## src/rtl/tlb_op_ctrl.sv

```systemverilog
// tlb_op_ctrl: sequences TLBP/TLBR/TLBWI through the TLB ports and issues CP0 writeback strobes.
// Optional macro TLB_REFETCH_EN enables the refetch pulse on TLBR/TLBWI commit.
module tlb_op_ctrl #(
    parameter  int TLBNUM = 16,
    localparam int IW     = $clog2(TLBNUM)
) (
    input  logic          clk,
    input  logic          resetn,
    input  logic          op_valid,
    output logic          op_ready,
    input  logic [1:0]    op_type,
    input  logic          flush,
    output logic          busy,
    output logic          op_done,
    input  logic [31:0]   cp0_entryhi,
    input  logic [IW-1:0] cp0_index,
    input  logic [77:0]   cp0_wentry,
    output logic [18:0]   s_vpn2,
    output logic [7:0]    s_asid,
    input  logic          s_found,
    input  logic [IW-1:0] s_index,
    output logic [IW-1:0] r_index,
    input  logic [77:0]   r_entry,
    output logic          w_en,
    output logic [IW-1:0] w_index,
    output logic [77:0]   w_entry,
    output logic          tlbp_wen,
    output logic [31:0]   tlbp_index,
    output logic          tlbr_wen,
    output logic [77:0]   tlbr_entry,
    output logic          refetch
);
    typedef enum logic [2:0] {IDLE, SRCH, RD, RDW, WR, COMMIT} state_e;

    state_e        state_q, state_d;
    logic [1:0]    type_q, type_d;
    logic [18:0]   vpn2_q, vpn2_d;
    logic [7:0]    asid_q, asid_d;
    logic [IW-1:0] idx_q, idx_d;
    logic [77:0]   went_q, went_d;
    logic [31:0]   tlbp_index_q, tlbp_index_d;
    logic [77:0]   tlbr_entry_q, tlbr_entry_d;
    logic          accept, commit, unused_ehi;

    assign unused_ehi = ^cp0_entryhi[12:8];
    assign op_ready   = (state_q == IDLE) && !flush;
    assign accept     = op_valid && op_ready;
    assign commit     = (state_q == COMMIT) && !flush;
    assign busy       = state_q != IDLE;
    assign op_done    = commit;
    assign tlbp_wen   = commit && (type_q == 2'b01);
    assign tlbr_wen   = commit && (type_q == 2'b10);
    assign w_en       = (state_q == WR) && !flush;
    assign s_vpn2     = vpn2_q;
    assign s_asid     = asid_q;
    assign r_index    = idx_q;
    assign w_index    = idx_q;
    assign w_entry    = went_q;
    assign tlbp_index = tlbp_index_q;
    assign tlbr_entry = tlbr_entry_q;
`ifdef TLB_REFETCH_EN
    assign refetch    = commit && type_q[1];
`else
    assign refetch    = 1'b0;
`endif

    always_comb begin
        state_d      = state_q;
        type_d       = type_q;
        vpn2_d       = vpn2_q;
        asid_d       = asid_q;
        idx_d        = idx_q;
        went_d       = went_q;
        tlbp_index_d = tlbp_index_q;
        tlbr_entry_d = tlbr_entry_q;
        if (accept) begin
            type_d  = op_type;
            vpn2_d  = cp0_entryhi[31:13];
            asid_d  = cp0_entryhi[7:0];
            idx_d   = cp0_index;
            went_d  = cp0_wentry;
            state_d = op_type == 2'b01 ? SRCH : op_type == 2'b10 ? RD : op_type == 2'b11 ? WR : COMMIT;
        end
        // A flushed op leaves the CP0-visible result registers untouched.
        if (state_q == SRCH && !flush)
            tlbp_index_d = {!s_found, {(31-IW){1'b0}}, s_found ? s_index : {IW{1'b0}}};
        if (state_q == RDW && !flush)
            tlbr_entry_d = r_entry;
        if (state_q != IDLE)
            state_d = (flush || state_q == COMMIT) ? IDLE : state_q == RD ? RDW : COMMIT;
    end

    always_ff @(posedge clk or negedge resetn) begin
        if (!resetn) begin
            state_q      <= IDLE;
            type_q       <= '0;
            vpn2_q       <= '0;
            asid_q       <= '0;
            idx_q        <= '0;
            went_q       <= '0;
            tlbp_index_q <= '0;
            tlbr_entry_q <= '0;
        end else begin
            state_q      <= state_d;
            type_q       <= type_d;
            vpn2_q       <= vpn2_d;
            asid_q       <= asid_d;
            idx_q        <= idx_d;
            went_q       <= went_d;
            tlbp_index_q <= tlbp_index_d;
            tlbr_entry_q <= tlbr_entry_d;
        end
    end
endmodule

```

## config.mk

```make
export PLATFORM = sky130hd
export DESIGN_NAME = tlb_op_ctrl
export DESIGN_NICKNAME = d
export VERILOG_FILES = /design/src/rtl/tlb_op_ctrl.sv
export SDC_FILE = /design/constraint.sdc
export NUM_CORES = 1
export LEC_CHECK = 0
export BUFFER_PORTS_ARGS = -buffer_cell sky130_fd_sc_hd__buf_2
export CAP_MARGIN = 20
export CORE_AREA = 5 5 153 229
export DETAILED_ROUTE_END_ITERATION = 10
export DIE_AREA = 0 0 158 234
export PLACE_DENSITY_LB_ADDON = 0.15
export SLEW_MARGIN = 20
export SYNTH_ARGS = -nofsm -noshare
export SYNTH_HDL_FRONTEND = slang
export SYNTH_SLANG_ARGS = --single-unit
```

## constraint.sdc

```tcl
create_clock -name clk -period 3.85 [get_ports clk]
set_input_delay 0 -clock clk [delete_from_list [all_inputs] [get_ports clk]]
set_output_delay 0 -clock clk [all_outputs]
set_load 0.02 [all_outputs]
```

=== Yosys cells after proc, flatten, opt, wreduce, memory -nomap -nowiden ===
Cells that the tools add are included.

* Bits in registers: 197
* Bits of input ports: 203
* Output and inout port bits: 230
* Word-level logic and storage cells: 40

* Equality and inequality tests: 10
* Mux-type cells: 8
* Reductions and logical operators: 14

{| class="wikitable"
|+ Operators by type and width
! operator !! number
|-
| $mux 3 || 6
|-
| $logic_and 1x1->1 || 8
|-
| $eq 2x2->1 const B || 3
|-
| $eq 3x2->1 const B || 2
|-
| $eq 3x3->1 const B || 2
|-
| $eq 2x1->1 const B || 2
|-
| $mux 4 || 1
|-
| $eq 3x1->1 const B || 1
|-
| $logic_not 3->1 || 1
|-
| $reduce_bool 3->1 || 1
|-
| $logic_not 1->1 || 2
|-
| $reduce_bool 2->1 || 1
|-
| $logic_or 1x1->1 || 1
|-
| $mux 1 || 1
|}

=== Longest topological paths before layout ===
Gate-level depths: netlist (run 1).

* Word-level depth: 6
* Mapped depth: 6
* Depth with buffers taken out: 5

=== Worst setup path after synthesis (run 1) ===
Ideal clock, no wire load.

* Path type: flip-flop to flip-flop
* From: register state_q[2]
* To: register vpn2_q[10] (netlist: s_vpn2[10])
* Library setup time: 0.125 ns
* Arrival time: 1.669 ns
* Data required time: 3.725 ns
* Slack: 2.056 ns
* Cell stages (with the launch flop): 7
* Path buffers: 3
* Period minus slack after synthesis: 1.794 ns
* Cells stage by stage: dfrtp_1 > buf_4 > nor4_4 > nand2_1 > buf_6 > buf_6 > mux2_4

* Cells in the longest elaborated chain, start to end: 3

{| class="wikitable"
|+ RTL lines
! what !! RTL line !! RTL
|-
| from (decl) || 35 || <nowiki>state_e state_q, state_d;</nowiki>
|-
| from (signal assigned) || 104 || <nowiki>state_q <= state_d;</nowiki>
|-
| $logic_not 3->1 || 46 || <nowiki>assign op_ready = (state_q == IDLE) && !flush;</nowiki>
|-
| $logic_and 1x1->1 || 46 ||
|-
| named net op_ready || 10 || <nowiki>output logic op_ready,</nowiki>
|-
| $logic_and 1x1->1 || 47 || <nowiki>assign accept = op_valid && op_ready;</nowiki>
|-
| to (signal assigned) || 106 || <nowiki>vpn2_q <= vpn2_d;</nowiki>
|-
| to (decl) || 37 || <nowiki>logic [18:0] vpn2_q, vpn2_d;</nowiki>
|}

The timed path passes the listed nets, and every way through them passes these cells.
A chain may end at the register's enable or synchronous reset.

=== Worst setup path after layout (run 1) ===
* From: register state_q[2]
* To: register went_q[63] (netlist: w_entry[63])

* Cells in the longest elaborated chain, start to end: 3

{| class="wikitable"
|+ RTL lines
! what !! RTL line !! RTL
|-
| $logic_not 3->1 || 46 ||
|-
| $logic_and 1x1->1 || 46 ||
|-
| $logic_and 1x1->1 || 47 ||
|-
| to (signal assigned) || 109 || <nowiki>went_q <= went_d;</nowiki>
|-
| to (decl) || 40 || <nowiki>logic [77:0] went_q, went_d;</nowiki>
|}

No other way between the ends.

==> flow_metrics.py, run 1 <==
metrics = {
    "timing": {
        "grt_setup_unrepaired": "false",
        "fin_tns_setup_ns": 0,
        "skew_ns": 0.01690,
        "max_slew_margin": 0.4589,
        "finalHoldViolations": 0,
        "layout_setup_ws_ns": 1.709,
        "drv_slew": 0,
        "fmax_mhz": 467.2,
        "setup_violations": 0,
        "worstMarginPinSlew_ns": 0.8117,
        "fin_crit_ns": 2.141,
        "finalCritPeriodShare": 0.5560,
    },
    "placement": {
        "gp_congestion": 0.7120,
        "dp_cells": 1277,
        "hpwl_um": 16850,
        "numPortBuffers": 399,
        "place_ws_ns": 1.697,
    },
    "logic_synthesis": {
        "synth.largest_area_cell": "dfrtp_1",
        "syn_inst": 483,
        "syn_avg_cell_area_um2": 16.76,
        "synth_edf_count": 0,
        "synth_ff_type": "dfrtp_1",
        "synth_async_sr_flop_share": 1.000,
        "synth_cell_types": 26,
        "netlist_area_um2": 8094,
        "synth_top_area_share": 0.6091,
        "yosysWarnings": 0,
        "yosysMostFrequentCell": "dfrtp_1",
        "ys_seq_elements": 197,
        "yosys-top-cells-count": "197 x dfrtp_1, 92 x mux2_2, 90 x mux2_4",
        "synthTopCellsByArea": "dfrtp_1 61%, mux2_4 17%, mux2_2 13%",
        "synth.yosys.seq_area_share": 0.6091,
    },
    "run": {
        "drv_cap": 0,
    },
    "route": {
        "dr.first_iter.drc_count": 147,
        "vias_per_cell": 3.912,
        "vias": 5903,
        "ant_nets": 0,
        "drtPass1Iterations": 4,
        "wl_um": 23450,
        "drc": 0,
        "post_drt_wl_per_cell_um": 15.54,
    },
    "worst_setup_path": {
        "worstPathMaxFanout": 36,
        "critPathKind": "flip-flop to flip-flop",
        "worstPathRequired_ns": 4.18,
        "cp-end-kind": "flip-flop",
        "crit_arrival_ns": 2.47,
        "start_kind": "flip-flop",
    },
    "die": {
        "fp.coreArea_um2": 32930,
        "rows": 82,
        "die_y_um": 234,
        "die_w_um": 158,
        "start_util": 0.2458,
        "pin_count": 433,
        "die_area_um2": 36970,
    },
    "power_and_ir_drop": {
        "powerDensity_nw_per_um2": 574.2,
        "fin_total_pwr_mw": 7.456,
        "vdd_ir_drop_max_uv": 313.7,
        "p_leak_nw": 6.872,
    },
    "status": {
        "outcome": "finished, final reports clean",
    },
    "clock_network": {
        "cts_resized": 0,
        "post_cts_buffers": 0,
        "clk_pin_slew_worst_paths_ns": 0.07,
        "htree_levels": 4,
        "cts_hold_buf": 200,
        "clockRootBuffer": "clkbuf_16",
        "cts_sinks": 197,
        "cts_buffers": 17,
        "cts_tree": "yes",
        "clock_latency_ns": 0.45,
        "clk_path_buf_depth": 2,
    },
    "hold_path": {
        "hp-class": "input pin to async pin",
    },
    "final_layout": {
        "fin_nets": 1282,
        "drive_gt1_frac": 0.5693,
        "final_cells": 1509,
        "areaGrowthSynthToFinish_pct": 60.44,
        "num_antenna_cells": 0,
    },
    "grt": {
        "antenna_found_initial": 0,
        "grt_usage": 0.1241,
        "overflow": 0,
        "grt_pass1_wl_um": 35380,
        "grt_max_degree": 92,
        "grt_pass1_vias": 6559,
    },
}
## metal layers
layer	vias up	track usage	wire, um
li1	2797	-	-
met1	2812	0.1307	8407
met2	257	0.2280	12590
met3	37	0.02751	1627
met4	0	0.06508	818
met5	-	0	0
## cell type report
type / instances / area, um^2
Clock buffer: 18 / 429.2
Clock inverter: 14 / 190.2
Fill cell: 3151 / 19950
Inverter: 4 / 15.01
Multi-Input combinational cell: 252 / 2814
Sequential cell: 197 / 4930
Tap cell: 420 / 525.5
Timing Repair Buffer: 604 / 4083
## registers in the layout, summed over array words and instances (netlist names)
register	cells
tlbp_index	5
s_vpn2	19
r_index	4
tlbr_entry	78
type_q	2
w_entry	78
s_asid	8
state_q	3
## path summary, 6_finish.rpt
check	start	to	slack [ns]	cells past startpoint
worst max-delay path	state_q[2]	w_entry[63]	1.71	4
worst min-delay path	resetn	tlbr_entry[4]	0.15	2
worst max register to register	state_q[2]	w_entry[63]	1.71	4
worst min register to register	tlbr_entry[59]	tlbr_entry[59]	0.48	1
max in group asynchronous	resetn	tlbr_entry[37]	2.65	3
min in group clk	cp0_entryhi[23]	s_vpn2[10]	0.31	3
## cell families after synthesis
kind of cell	after synthesis	share of synthesized area
AOI/OAI and AO/OA	10	0.006801
adders and majority gates	3	0.004638
buffers and inverters	61	0.05720
DFF	197	0.6091
muxes	189	0.3047
other	1	0.0004633
and+or+nand+nor	22	0.01716
## report_power, final
part | total, mW | leakage (nW) | switching, mW | internal (mW)
clock network | 1.90 | 0.305 | 0.857 | 1.05
registers | 2.93 | 2.47 | 0.296 | 2.64
logic | 2.62 | 4.10 | 1.40 | 1.22
## worst max-delay path: stages (launching register included)
cell	delay, ns
dfrtp_1	0.49
nor4_4	0.40
nand2_4	0.31
buf_4	0.42
mux2_4	0.37
## placed cells by master (no fill, tap or decap), types with 4 or more instances in the layout
master,synthesis,layout
clkbuf_16,0,17
mux2_4,90,90
mux2_1,7,7
inv_1,4,4
clkinv_4,0,4
nand2_1,11,10
dfrtp_1,197,197
buf_2,10,398
conb_1,1,28
dlygate4sd3_1,0,200
mux2_2,92,92
o21ai_1,5,5
## per-stage QoR
step	cell area (um^2)	hold WS, ns	utilization
after global routing	12990	0.2315	0.3943
after floorplan	8195	-0.2956	-
after CTS	12990	0.2062	0.3943
after global placement	10360	0.1341	0.3147
after detailed placement	10360	0.1351	0.3147
final	12990	0.1470	0.3943
No activity file was read; power rests on OpenSTA's default activity.
==> inputs of run 2 (changes only) <==
Settings changed: ABC_AREA set to 1, CORE_AREA 5 5 153 229 to 5 5 154 229, DIE_AREA 0 0 158 234 to 0 0 159 234.
Clock period 3.85 ns to 2.1 ns, I/O delays scaled along.
==> flow_metrics.py, run 2 <==
metrics = {
    "status": {
        "outcome": "finished, final reports clean",
    },
    "timing": {
        "drv_slew": 0,
        "fin_tns_setup_ns": 0,
        "fin_crit_ns": 1.876,
        "fmax_mhz": 533.0,
        "setup_violations": 0,
        "max_slew_margin": 0.5886,
        "worstMarginPinSlew_ns": 0.6172,
        "skew_ns": 0.007831,
        "finalCritPeriodShare": 0.8935,
        "grt_setup_unrepaired": "false",
        "finalHoldViolations": 0,
    },
    "route": {
        "vias_per_cell": 4.101,
        "drc": 0,
        "drtPass1Iterations": 4,
        "dr.first_iter.drc_count": 389,
        "wl_um": 29190,
        "ant_nets": 0,
        "post_drt_wl_per_cell_um": 15.24,
        "vias": 7853,
    },
    "clock_network": {
        "htree_levels": 4,
        "cts_sinks": 197,
        "cts_buffers": 17,
        "clock_latency_ns": 0.45,
        "cts_tree": "yes",
        "clk_pin_slew_worst_paths_ns": 0.07,
        "post_cts_buffers": 0,
        "clk_path_buf_depth": 2,
        "clockRootBuffer": "clkbuf_16",
    },
    "power_and_ir_drop": {
        "fin_total_pwr_mw": 17.41,
        "p_leak_nw": 7.318,
        "powerDensity_nw_per_um2": 1342,
        "vdd_ir_drop_max_uv": 581.9,
    },
    "final_layout": {
        "final_cell_mix": "397 x buf_2, 323 x nand2_1, 201 x dlygate4sd3_1",
        "fin_util": 0.3915,
        "areaGrowthSynthToFinish_pct": 59.60,
        "fin_nets": 1688,
        "drive_gt1_frac": 0.2965,
        "fillerInstances": 3457,
        "final_common_cell": "buf_2",
    },
    "placement": {
        "gp_congestion": 0.7685,
        "numPortBuffers": 399,
        "hpwl_um": 19380,
    },
    "worst_setup_path": {
        "worstPathRequired_ns": 2.10,
        "start_kind": "flip-flop",
        "worstPathMaxFanout": 55,
        "cp-end-kind": "output port",
        "crit_buf_inv": 3,
        "path_delay_family": "buffers and inverters",
        "critPathKind": "flip-flop to output port",
        "crit_chain": "inv_1, nand2_1, nor2_4, clkbuf_16, buf_2",
        "crit_arrival_ns": 1.88,
        "crit_path_top_delay_cell": "dfrtp_1",
        "critPathMaxStageDelay_ns": 0.42,
    },
    "logic_synthesis": {
        "syn_inst": 910,
        "synthTopCellsByArea": "dfrtp_1 61%, nand2_1 15%, nand3_1 6.9%",
        "synth.largest_area_cell": "dfrtp_1",
        "netlist_area_um2": 8129,
        "yosysWarnings": 0,
        "synth_ff_type": "dfrtp_1",
        "synth_edf_count": 0,
        "synth_async_sr_flop_share": 1.000,
        "ys_seq_elements": 197,
        "syn_avg_cell_area_um2": 8.933,
        "synth_top_area_share": 0.6064,
        "synth_cell_types": 18,
        "yosysMostFrequentCell": "nand2_1",
        "synth.yosys.seq_area_share": 0.6064,
        "yosys-top-cells-count": "323 x nand2_1, 197 x dfrtp_1, 112 x nand3_1",
    },
    "grt": {
        "grt_usage": 0.1505,
        "grt_pass1_wl_um": 44750,
        "grt_pass1_vias": 8123,
        "antenna_found_initial": 4,
        "overflow": 0,
        "grt_max_degree": 157,
    },
    "die": {
        "fp.coreArea_um2": 33140,
        "pin_count": 433,
        "die_area_um2": 37210,
        "rows": 82,
        "start_util": 0.2453,
        "die_w_um": 159,
        "die_y_um": 234,
    },
    "hold_path": {
        "hp-class": "input pin to async pin",
    },
    "run": {
        "drv_cap": 0,
    },
}
## run 2: per-layer routing
layer,up-vias,GRT usage,wire [um]
met5,-,0,41
met4,6,0.06722,1012
met3,57,0.03868,1598
met2,278,0.2715,15480
met1,3603,0.1669,11060
li1,3909,-,-
## run 2: final timing paths
check	cells after the start	slack, ns	to	from
min in group clk	4	0.31	w_entry[17]	cp0_wentry[17]
hold reg to reg	2	0.46	w_entry[75]	w_entry[75]
max in group asynchronous	3	1.23	w_entry[24]	resetn
hold / removal	2	0.09	w_entry[60]	resetn
setup / recovery	5	0.22	op_ready	state_q[0]
setup reg to reg	8	0.24	tlbp_index[0]	state_q[1]
## run 2: final cells by class
class                           count  area, um^2  area share
Multi-Input combinational cell    563        2422      0.1867
Timing Repair Buffer              611        4199      0.3237
Clock inverter                      6       43.79    0.003375
Antenna cell                        1       2.502   0.0001929
Tap cell                          420       525.5     0.04051
Sequential cell                   197        4930      0.3800
Inverter                           92       345.3     0.02662
Clock buffer                       25       505.5     0.03896
## run 2: timing repair
action | CTS | global route
resized for setup | 0 | 2
hold buffers | 201 | 0
hold endpoints to repair | 328 | 0
endpoints found under the setup margin | 0 | 1
## run 2: through the flow
step	hold WS, ns	instances	cell area [um^2]	worst slack [ns]
6_report	0.08658	1915	12970	0.2237
5_1_grt	0.1248	1915	12970	0.04200
4_1_cts	0.08601	1913	12950	0.01213
3_3_place_gp	0.02279	1681	10390	0.4719
3_5_place_dp	0.02291	1681	10390	0.4602
2_1_floorplan	-0.2956	937	8230	0.8364
## run 2: kinds of logic (layout without fill, tap and decap cells)
logic type,after synthesis,in the layout,share of synthesized area
flip-flops,197,197,0.6064
other,1,29,0.0004613
adder cells (fa/ha/maj),3,3,0.004618
AO/OA/AOI/OAI,84,84,0.05172
AND/OR/NAND/NOR,448,448,0.2260
buffers and inverters,177,734,0.1108
## run 2: where the power goes
group	leakage, nW	total [mW]	switching [mW]	internal (mW)
clock network	0.270	3.16	1.49	1.67
registers	2.52	6.53	0.916	5.62
logic	4.53	7.72	5.17	2.55
total	7.32	17.4	7.57	9.84
## run 2: worst register-to-register path: cells and delay by family (launching register included)
kind	cells	cell delay [ns]
buffers and inverters	3	0.73
flip-flops	1	0.42
AND/OR/NAND/NOR	5	0.64
